## src/rtl/data_mem_port_if.sv

```systemverilog
// Data-memory bus bundle: one valid/ready request channel with byte strobes.
// master = load/store unit, slave = memory.
interface data_mem_port_if #(
    parameter int N = 32
);
    logic           BusValid;
    logic           BusWe;
    logic [N-1:0]   BusAddr;
    logic [N-1:0]   BusWData;
    logic [N/8-1:0] BusWStrb;
    logic           BusReady;
    logic [N-1:0]   BusRData;
    logic           BusErr;

    modport master (
        output BusValid, BusWe, BusAddr, BusWData, BusWStrb,
        input  BusReady, BusRData, BusErr
    );

    modport slave (
        input  BusValid, BusWe, BusAddr, BusWData, BusWStrb,
        output BusReady, BusRData, BusErr
    );
endinterface

```

## src/rtl/data_mem_port.sv

```systemverilog
// Load/store unit: one bus transaction per access, stalls the core, extends load data.
// Optional macro MISALIGN_TRAP_EN turns misaligned half/word accesses into MemErr.
module data_mem_port #(
    parameter int N       = 32,
    parameter int TIMEOUT = 16
) (
    input  logic          clk,
    input  logic          rst_n,
    input  logic          MemRead,
    input  logic          MemWrite,
    input  logic [2:0]    Funct3,
    input  logic [N-1:0]  ALUResult,
    input  logic [N-1:0]  WriteData,
    output logic [N-1:0]  ReadData,
    output logic          Stall,
    output logic          MemErr,
    data_mem_port_if.master bus
);
    typedef enum logic [1:0] {IDLE, REQ, DONE} state_t;

    localparam int CW = $clog2(TIMEOUT + 1);

    state_t         state_reg, state_next;
    logic [N-1:0]   addr_reg;
    logic [1:0]     addr_lo_reg;
    logic [2:0]     funct3_reg;
    logic           we_reg;
    logic [N-1:0]   wdata_reg;
    logic [N/8-1:0] wstrb_reg;
    logic [N-1:0]   rdata_reg;
    logic           err_reg;
    logic [CW-1:0]  cnt_reg;

    logic           request;
    logic           f3_ok;
    logic           misalign;
    logic           bad_req;
    logic           timeout_hit;
    logic [N-1:0]   st_data;
    logic [N/8-1:0] st_strb;
    logic [7:0]     ld_byte;
    logic [15:0]    ld_half;
    logic [N-1:0]   ld_ext;

    assign request     = MemRead | MemWrite;
    assign timeout_hit = (cnt_reg == CW'(TIMEOUT - 1));

    // Stores accept only B/H/W; loads also accept BU/HU.
    always_comb begin
        if (MemWrite)
            f3_ok = (Funct3 == 3'b000) || (Funct3 == 3'b001) || (Funct3 == 3'b010);
        else
            f3_ok = (Funct3 != 3'b011) && (Funct3[2:1] != 2'b11);
    end

`ifdef MISALIGN_TRAP_EN
    assign misalign = ((Funct3[1:0] == 2'b01) && ALUResult[0]) ||
                      ((Funct3[1:0] == 2'b10) && (ALUResult[1:0] != 2'b00));
`else
    assign misalign = 1'b0;
`endif

    assign bad_req = !f3_ok || misalign;

    // Per-lane store data replication and strobe decode.
    generate
        for (genvar gi = 0; gi < N / 8; gi++) begin : g_lane
            assign st_data[gi*8 +: 8] =
                (Funct3[1:0] == 2'b00) ? WriteData[7:0] :
                (Funct3[1:0] == 2'b01) ? WriteData[(gi % 2)*8 +: 8] :
                                         WriteData[gi*8 +: 8];
            assign st_strb[gi] =
                (Funct3[1:0] == 2'b00) ? (ALUResult[1:0] == 2'(gi)) :
                (Funct3[1:0] == 2'b01) ? (ALUResult[1] == 1'((gi / 2) % 2)) :
                                         1'b1;
        end
    endgenerate

    assign ld_byte = bus.BusRData[{addr_lo_reg, 3'b000} +: 8];
    assign ld_half = addr_lo_reg[1] ? bus.BusRData[31:16] : bus.BusRData[15:0];

    always_comb begin
        case (funct3_reg)
            3'b000:  ld_ext = {{(N-8){ld_byte[7]}}, ld_byte};
            3'b001:  ld_ext = {{(N-16){ld_half[15]}}, ld_half};
            3'b100:  ld_ext = {{(N-8){1'b0}}, ld_byte};
            3'b101:  ld_ext = {{(N-16){1'b0}}, ld_half};
            default: ld_ext = bus.BusRData;
        endcase
    end

    // Stall is gated by rst_n so it drops the instant reset asserts.
    always_comb begin
        state_next   = state_reg;
        Stall        = 1'b0;
        bus.BusValid = 1'b0;
        case (state_reg)
            IDLE: begin
                Stall = request & rst_n;
                if (request)
                    state_next = bad_req ? DONE : REQ;
            end
            REQ: begin
                Stall        = 1'b1;
                bus.BusValid = 1'b1;
                if (bus.BusReady || timeout_hit)
                    state_next = DONE;
            end
            DONE:    state_next = IDLE;
            default: state_next = IDLE;
        endcase
    end

    always_ff @(posedge clk or negedge rst_n) begin
        if (!rst_n) begin
            state_reg   <= IDLE;
            addr_reg    <= '0;
            addr_lo_reg <= '0;
            funct3_reg  <= '0;
            we_reg      <= 1'b0;
            wdata_reg   <= '0;
            wstrb_reg   <= '0;
            rdata_reg   <= '0;
            err_reg     <= 1'b0;
            cnt_reg     <= '0;
        end else begin
            state_reg <= state_next;
            err_reg   <= 1'b0;
            case (state_reg)
                IDLE: begin
                    cnt_reg <= '0;
                    if (request) begin
                        addr_reg    <= {ALUResult[N-1:2], 2'b00};
                        addr_lo_reg <= ALUResult[1:0];
                        funct3_reg  <= Funct3;
                        we_reg      <= MemWrite;
                        wdata_reg   <= st_data;
                        wstrb_reg   <= MemWrite ? st_strb : '0;
                        if (bad_req) begin
                            err_reg   <= 1'b1;
                            rdata_reg <= '0;
                        end
                    end
                end
                REQ: begin
                    cnt_reg <= cnt_reg + CW'(1);
                    if (bus.BusReady) begin
                        err_reg <= bus.BusErr;
                        if (bus.BusErr)
                            rdata_reg <= '0;
                        else if (!we_reg)
                            rdata_reg <= ld_ext;
                    end else if (timeout_hit) begin
                        err_reg   <= 1'b1;
                        rdata_reg <= '0;
                    end
                end
                default: cnt_reg <= '0;
            endcase
        end
    end

    assign ReadData     = rdata_reg;
    assign MemErr       = err_reg;
    assign bus.BusWe    = we_reg;
    assign bus.BusAddr  = addr_reg;
    assign bus.BusWData = wdata_reg;
    assign bus.BusWStrb = wstrb_reg;
endmodule

```

## src/flat_wrapper.sv

```systemverilog
// flat-port wrapper written by rule: the top's interface ports become plain ports
module data_mem_port_flat 
#(
    parameter int N       = 32,
    parameter int TIMEOUT = 16
)
  (clk, rst_n, MemRead, MemWrite, Funct3, ALUResult, WriteData, ReadData, Stall, MemErr, bus_BusValid, bus_BusWe, bus_BusAddr, bus_BusWData, bus_BusWStrb, bus_BusReady, bus_BusRData, bus_BusErr);
  data_mem_port_if #(.N(N)) bus_i ();
  input  logic clk;
  input  logic rst_n;
  input  logic MemRead;
  input  logic MemWrite;
  input  logic [2:0] Funct3;
  input  logic [N-1:0] ALUResult;
  input  logic [N-1:0] WriteData;
  output logic [N-1:0] ReadData;
  output logic Stall;
  output logic MemErr;
  output wire logic [$bits(bus_i.BusValid)-1:0] bus_BusValid;
  output wire logic [$bits(bus_i.BusWe)-1:0] bus_BusWe;
  output wire logic [$bits(bus_i.BusAddr)-1:0] bus_BusAddr;
  output wire logic [$bits(bus_i.BusWData)-1:0] bus_BusWData;
  output wire logic [$bits(bus_i.BusWStrb)-1:0] bus_BusWStrb;
  input wire logic [$bits(bus_i.BusReady)-1:0] bus_BusReady;
  input wire logic [$bits(bus_i.BusRData)-1:0] bus_BusRData;
  input wire logic [$bits(bus_i.BusErr)-1:0] bus_BusErr;
  assign bus_BusValid = bus_i.BusValid;
  assign bus_BusWe = bus_i.BusWe;
  assign bus_BusAddr = bus_i.BusAddr;
  assign bus_BusWData = bus_i.BusWData;
  assign bus_BusWStrb = bus_i.BusWStrb;
  assign bus_i.BusReady = bus_BusReady;
  assign bus_i.BusRData = bus_BusRData;
  assign bus_i.BusErr = bus_BusErr;
  data_mem_port #(.N(N), .TIMEOUT(TIMEOUT)) u_core (.clk(clk), .rst_n(rst_n), .MemRead(MemRead), .MemWrite(MemWrite), .Funct3(Funct3), .ALUResult(ALUResult), .WriteData(WriteData), .ReadData(ReadData), .Stall(Stall), .MemErr(MemErr), .bus(bus_i));
endmodule
```

## config.mk

```make
export PLATFORM = sky130hd
export DESIGN_NAME = data_mem_port_flat
export DESIGN_NICKNAME = d
export VERILOG_FILES = /design/src/rtl/data_mem_port_if.sv /design/src/rtl/data_mem_port.sv /design/src/flat_wrapper.sv
export SDC_FILE = /design/constraint.sdc
export NUM_CORES = 1
export LEC_CHECK = 0
export ABC_AREA = 1
export CELL_PAD_IN_SITES_DETAIL_PLACEMENT = 1
export CELL_PAD_IN_SITES_GLOBAL_PLACEMENT = 2
export CORE_MARGIN = 4
export CORE_UTILIZATION = 25
export CTS_CLUSTER_SIZE = 30
export DETAILED_ROUTE_END_ITERATION = 8
export GPL_TIMING_DRIVEN = 0
export PLACE_DENSITY_LB_ADDON = 0.12
export SLEW_MARGIN = 10
export SYNTH_ARGS = -nofsm -noshare
export SYNTH_HDL_FRONTEND = slang
export SYNTH_SLANG_ARGS = --single-unit
```

## constraint.sdc

```tcl
create_clock -name clk -period 5.15 [get_ports clk]
set_input_delay 1.2875 -clock clk [delete_from_list [all_inputs] [get_ports clk]]
set_output_delay 1.2875 -clock clk [all_outputs]
set_load 0.01 [all_outputs]
```

==> results.md, run 1 <==
* Leak at 0.00381 uW
* Area of the mapped netlist at 0.00533 mm^2
* First-pass GRT wire length at 33400 um
* Commonest cells after routing, fill and taps aside: nand2_1 (316), clkdlybuf4s50_1 (205), dfrtp_1 (112)
* Max-slew violations at 0
* Worst slack at placement at 1240 ps
* CTS max path bufs at 2
* Antenna viol nets, final at 0
* Root Buffer: clkbuf_16
* GRT overflow at 0
* TritonCTS buffer count at 9
* Worst Path Required at 3860 ps
* Fmax at 255 MHz
* CP endpoint kind: output port
* Actual slew at the worst max-slew pin at 542 ps
* Largest net degree at the start of global routing at 72
* Area growth from synthesis to layout at 51.5%
* Worst path arrival time at 2630 ps
* Final Hold Viols at 0
* Distinct cell type count after synthesis at 25
* Total GRT Usage at 17.7%
* Hold Path Class: reg -> reg
* CP Class: in -> out
* Unrepaired setup endpoints after global routing: no
* Mean post-synth cell area at 7.52 um^2
* Ant diodes at 0
* CTS Hold Bufs at 0
* Relative max-transition margin at 63.9%
* Core box area at 0.0210 mm^2
* Worst vdd ir at 0.000211 V
* Global placement routability congestion at 0.837
* Vias at 5466
* Crit path time final at 3920 ps
* # IOs at 209
* Worst skew pair latency at 350 ps
* WHS Path Cells at 1
* Resized Gates After CTS at 0
* Remaining DRCs at 0
* DR vias/cell at 4.53
* Die Height at 154 um
* Worst Skew at 14.5 ps
* Sequential share of the synthesized area at 52.6%
* CTS tree: done
* I/O Buffers at 206
* Die outline area at 0.0237 mm^2
* Worst-path clk slew at 80 ps
* Synth Register Bits at 112
* CTS Sinks at 112
* MaxCap Viol Count at 0
* Most common cell after layout, fill and taps aside: nand2_1
* CP startpoint kind: primary input
* Setup bufs post-CTS at 0
* PD cells at 529 mW/mm^2
* Die Span X at 154 um
* Initial antenna violation count at 1
* Synth warn at 0
* Initial core utilization at 25.3%
* WL/cell at 17.2 um
* Design area at 0.00807 mm^2
* CTS HTree Levels at 3
* Post-route setup slack at 1230 ps
* DRT iter0 DRCs at 157
* Reg2reg path depth at 13
* Share of layout cells above drive strength 1 at 6.02%
* DP HPWL at 16200 um
* WL final at 20800 um
* Run status: complete, no violations
* Vias in the first global route at 6120
* # setup viols final at 0
* Final #Nets at 1034
* Placement Cell Area at 0.00776 mm^2
* Row count at 53
* Drt pass-1 iters at 4
* Post-synthesis cell count at 708
* Worst Path Max Fanout at 2
* Tcrit/Tclk final at 76.1%
through the flow:
| step | setup TNS, ps | instances | power, uW | util, % | hold WS, ps |
|---|---|---|---|---|---|
| after floorplan | 0 | 709 | 2430 | - | 432 |
| after global placement | -208600 | 1190 | 3520 | 36.8 | 449 |
| after detailed placement | 0 | 1191 | 3580 | 36.9 | 462 |
| after CTS | 0 | 1206 | 4360 | 38.4 | 475 |
| after global routing | 0 | 1206 | 4630 | 38.4 | 504 |
| final | 0 | 1206 | 4270 | 38.4 | 472 |
per-layer routing:
| layer | vias to the layer above | GRT usage (%) | part of all wire (%) |
|---|---|---|---|
| li1 | 2662 | - | - |
| met1 | 2645 | 21.4 | 42 |
| met2 | 140 | 31.0 | 51 |
| met3 | 17 | 5.52 | 6.2 |
| met4 | 2 | 3.87 | 1.3 |
| met5 | - | 0 | 0.039 |
critical path, cell delays in order:
cell and delay [ps]:
clkdlybuf4s50_1 470, inv_1 60, nand2_1 100, nand3_1 90
nand2_1 80, clkdlybuf4s50_1 550
synthesized netlist by cell type:
cell | instances | area share, %
nand2_1 | 316 | 22
dfrtp_1 | 112 | 53
nor2_1 | 61 | 4.3
o21ai_0 | 52 | 4.9
a21oi_1 | 37 | 3.5
nand3_1 | 29 | 2.7
inv_1 | 28 | 2.0
buf_2 | 21 | 2.0
clkbuf_1 | 10 | 0.70
a31oi_1 | 8 | 0.94
o21ai_1 | 8 | 0.75
inv_2 | 6 | 0.42
nand2_2 | 4 | 0.47
buf_6 | 3 | 0.63
buf_4 | 2 | 0.28
ha_1 | 2 | 0.47
buf_1 | 1 | 0.070
clkinv_1 | 1 | 0.070
conb_1 | 1 | 0.070
nand3_2 | 1 | 0.19
nand3b_1 | 1 | 0.14
nand4_1 | 1 | 0.12
nor2_2 | 1 | 0.12
nor2_4 | 1 | 0.21
o22ai_1 | 1 | 0.12
cells by family after synthesis:
kind of cell | synth area share (%)
adder cells (fa/ha/maj) | 0.470
flip-flops | 52.6
other | 0.0704
AO/OA/AOI/OAI | 10.2
buffers and inverters | 6.13
AND/OR/NAND/NOR | 30.5
path summary, 6_finish.rpt:
path / from / slack (ps) / to
worst min-delay path: u_core.cnt_reg[0] / 470 / u_core.cnt_reg[0]
max in group asynchronous: rst_n / 3550 / u_core.bus.BusWData[19]
min in group asynchronous: rst_n / 850 / u_core.ReadData[16]
worst max register to register: u_core.cnt_reg[0] / 3130 / u_core.ReadData[28]
worst min register to register: u_core.cnt_reg[0] / 470 / u_core.cnt_reg[0]
worst max-delay path: MemWrite / 1230 / Stall
where the power goes:
part / internal (uW) / switching (uW) / total, uW
clock network: 394 / 342 / 736
logic: 931 / 1170 / 2100
registers: 1210 / 220 / 1430
total: 2540 / 1730 / 4270
cell type report:
cell class / instances / area (um^2)
tap: 275 / 344
buffer: 37 / 195
clock inverter: 5 / 63.8
clock buffer: 10 / 239
timing repair buffer: 207 / 2090
sequential: 112 / 2800
inverter: 35 / 131
multi-input combinational: 525 / 2200
fill: 2548 / 13000
Power figures use the tool's default switching activity.
==> run 2: changes to the inputs <==
Settings changed: CORE_UTILIZATION 25 to 21.
Clock period 5.15 ns to 3.52 ns, I/O delays scaled along.
==> run 2 against run 1 <==
Via count decreased by 2.3%; register-to-register slack got worse by 1600 ps; core utilization decreased by 5.9 points; global-route usage decreased by 2.3 points; sequential share of layout area decreased by 0.31 points; routed wire length increased by 3.0%; critical path depth decreased by 1; largest cell class unchanged.
==> results.md, run 2 (synthesis gave the netlist of run 1 again) <==
* Final Hold Viols at 0 (unchanged)
* Fmax at 302 MHz
* WL/cell at 17.0 um (was 17.2 um)
* CTS HTree Levels at 3 (unchanged)
* Initial antenna violation count at 3 (was 1)
* I/O Buffers at 206 (unchanged)
* Antenna viol nets, final at 0 (unchanged)
* Largest net degree at the start of global routing at 64 (was 72)
* Worst r2r src: u_core.cnt_reg[0] (unchanged)
* Fin cells at 1262 (was 1206)
* Relative max-transition margin at 63.7% (was 63.9%)
* Post-placement cell count at 1246 (was 1191)
* DRT iter0 DRCs at 206 (was 157)
* CP startpoint kind: primary input (unchanged)
* GRT overflow at 0 (unchanged)
* DRT met1 WL at 9340 um (was 8720 um)
* Worst-path clk slew at 80 ps (about the same)
* # IOs at 209 (unchanged)
* CTS Hold Bufs at 0 (unchanged)
* Final #Nets at 1034 (unchanged)
* Die outline area at 0.0280 mm^2 (was 0.0237 mm^2)
* Worst path arrival time at 2430 ps (was 2630 ps)
* First-pass GRT wire length at 34000 um (was 33400 um)
* Root Buffer: clkbuf_16 (unchanged)
* Met3 Wirelength at 1740 um (was 1280 um)
* Core box area at 0.0250 mm^2 (was 0.0210 mm^2)
* Crit path time final at 3310 ps
* Max Used Layer: met5 (unchanged)
* Leak at 0.00381 uW (about the same)
* Row count at 58 (was 53)
* FILL cells at 3012 (was 2548)
* Slowest cell on crit path: clkdlybuf4s50_1 (unchanged)
* Total power at 6280 uW (was 4270 uW)
* # setup viols final at 0 (unchanged)
* Die Span X at 167 um (was 154 um)
* Critical path startpoint: rst_n (was MemWrite)
* PD cells at 772 mW/mm^2 (was 529 mW/mm^2)
* CTS Sinks at 112 (unchanged)
* Hold Path Class: in -> async (was reg -> reg)
* Actual slew at the worst max-slew pin at 545 ps (was 542 ps)
* Drt pass-1 iters at 4 (unchanged)
* Commonest cells after routing, fill and taps aside: nand2_1 (316), clkdlybuf4s50_1 (205), dfrtp_1 (112) (unchanged)
* Worst Path Required at 2640 ps (was 3860 ps)
* Most common cell after layout, fill and taps aside: nand2_1 (unchanged)
* Remaining DRCs at 0 (unchanged)
* DP HPWL at 16500 um (was 16200 um)
* Area growth from synthesis to layout at 52.8% (was 51.5%)
* Run status: complete, no violations (unchanged)
* CP endpoint kind: output port (unchanged)
* CP peak stage delay at 570 ps (was 550 ps)
* CP Class: in -> out (unchanged)
* Worst vdd ir at 0.000284 V (was 0.000211 V)
* Max-slew violations at 0 (unchanged)
* Tcrit/Tclk final at 94.2%
* DR vias/cell at 4.23 (was 4.53)
* Unrepaired setup endpoints after global routing: no (unchanged)
* Worst Skew at 9.67 ps (was 14.5 ps)
* TritonCTS buffer count at 9 (unchanged)
* WL final at 21400 um (was 20800 um)
* Total GRT Usage at 15.4% (was 17.7%)
* CTS max path bufs at 2 (unchanged)
* Global placement routability congestion at 0.743 (was 0.837)
* MaxCap Viol Count at 0 (unchanged)
* CP Cell Sequence: buf_6 > buf_16 > nand3_1 > nand2_1 > clkdlybuf4s50_1 (was clkdlybuf4s50_1 > inv_1 > nand2_1 > nand3_1 > nand2_1 > clkdlybuf4s50_1)
* Buf/Inv on CP at 3 (unchanged)
* Ant diodes at 0 (unchanged)
* Routed met2 length at 10100 um (was 10500 um)
* Worst skew pair latency at 370 ps (was 350 ps)
* Worst Path Max Fanout at 63 (was 2)
* Setup bufs post-CTS at 0 (unchanged)
* Vias in the first global route at 5952 (was 6120)
* Share of layout cells above drive strength 1 at 6.12% (was 6.02%)
* Vias at 5343 (was 5466)
* Die Height at 167 um (was 154 um)
* Final core utilization at 32.5% (was 38.4%)
* Crit-path leading delay family: buffers and inverters (unchanged)
* CTS tree: done (unchanged)
* Resized Gates After CTS at 0 (unchanged)
* Initial core utilization at 21.3% (was 25.3%)
==> run 2: per-stage QoR <==
step           hold slack [ps]  setup slack (ps)  area (um^2)  setup TNS [ps]
6_report                   450               206         8140               0
5_1_grt                    481              9.29         8140               0
4_1_cts                    472              97.6         8140               0
3_5_place_dp               468               113         7830               0
3_3_place_gp               461             -4050         7800         -392670
2_1_floorplan              432              1500         5330               0
==> run 2: per-layer routing <==
layer	vias to the layer above	GRT usage (%)
met5	-	0
met4	6	3.28
met3	18	6.00
met2	136	25.6
met1	2527	19.2
li1	2656	-
==> run 2: area by class of cell <==
type                            instances  area [um^2]  area share (%)
Sequential cell                       112         2800            34.4
Multi-Input combinational cell        525         2200            27.0
Timing Repair Buffer                  207         2090            25.7
Tap cell                              330          413            5.07
Clock buffer                            9          225            2.77
Buffer                                 37          195            2.40
Inverter                               35          131            1.61
Clock inverter                          7         81.3           0.999
==> run 2: worst paths after layout <==
check                                    endpoint  slack, ps  depth (start not counted)
min reg2reg                     u_core.cnt_reg[0]        470                          1
max reg2reg                   u_core.ReadData[24]       1560                         13
max in group asynchronous  u_core.bus.BusWStrb[1]       2370                          2
min                           u_core.ReadData[19]        450                          1
min in group clk                u_core.cnt_reg[0]        470                          1
max                                         Stall        210                          5
==> run 2: worst reg2reg max path, cell delays in order, from the launching register on <==
cell and delay, ps:
dfrtp_1 410, ha_1 220, nand2_1 90, nor2_1 50
ha_1 180, inv_1 50, nand2_1 60, nand2_1 90
nand2_1 100, nand3_2 150, buf_2 270, nor2_1 70
nand2_1 80, nand2_1 50
==> run 2: report_power, final <==
part           total, uW  internal, uW  switching (uW)
Sequential          2080          1770             308
Combinational       3090          1360            1730
Clock               1110           563             547
Total               6280          3700            2590
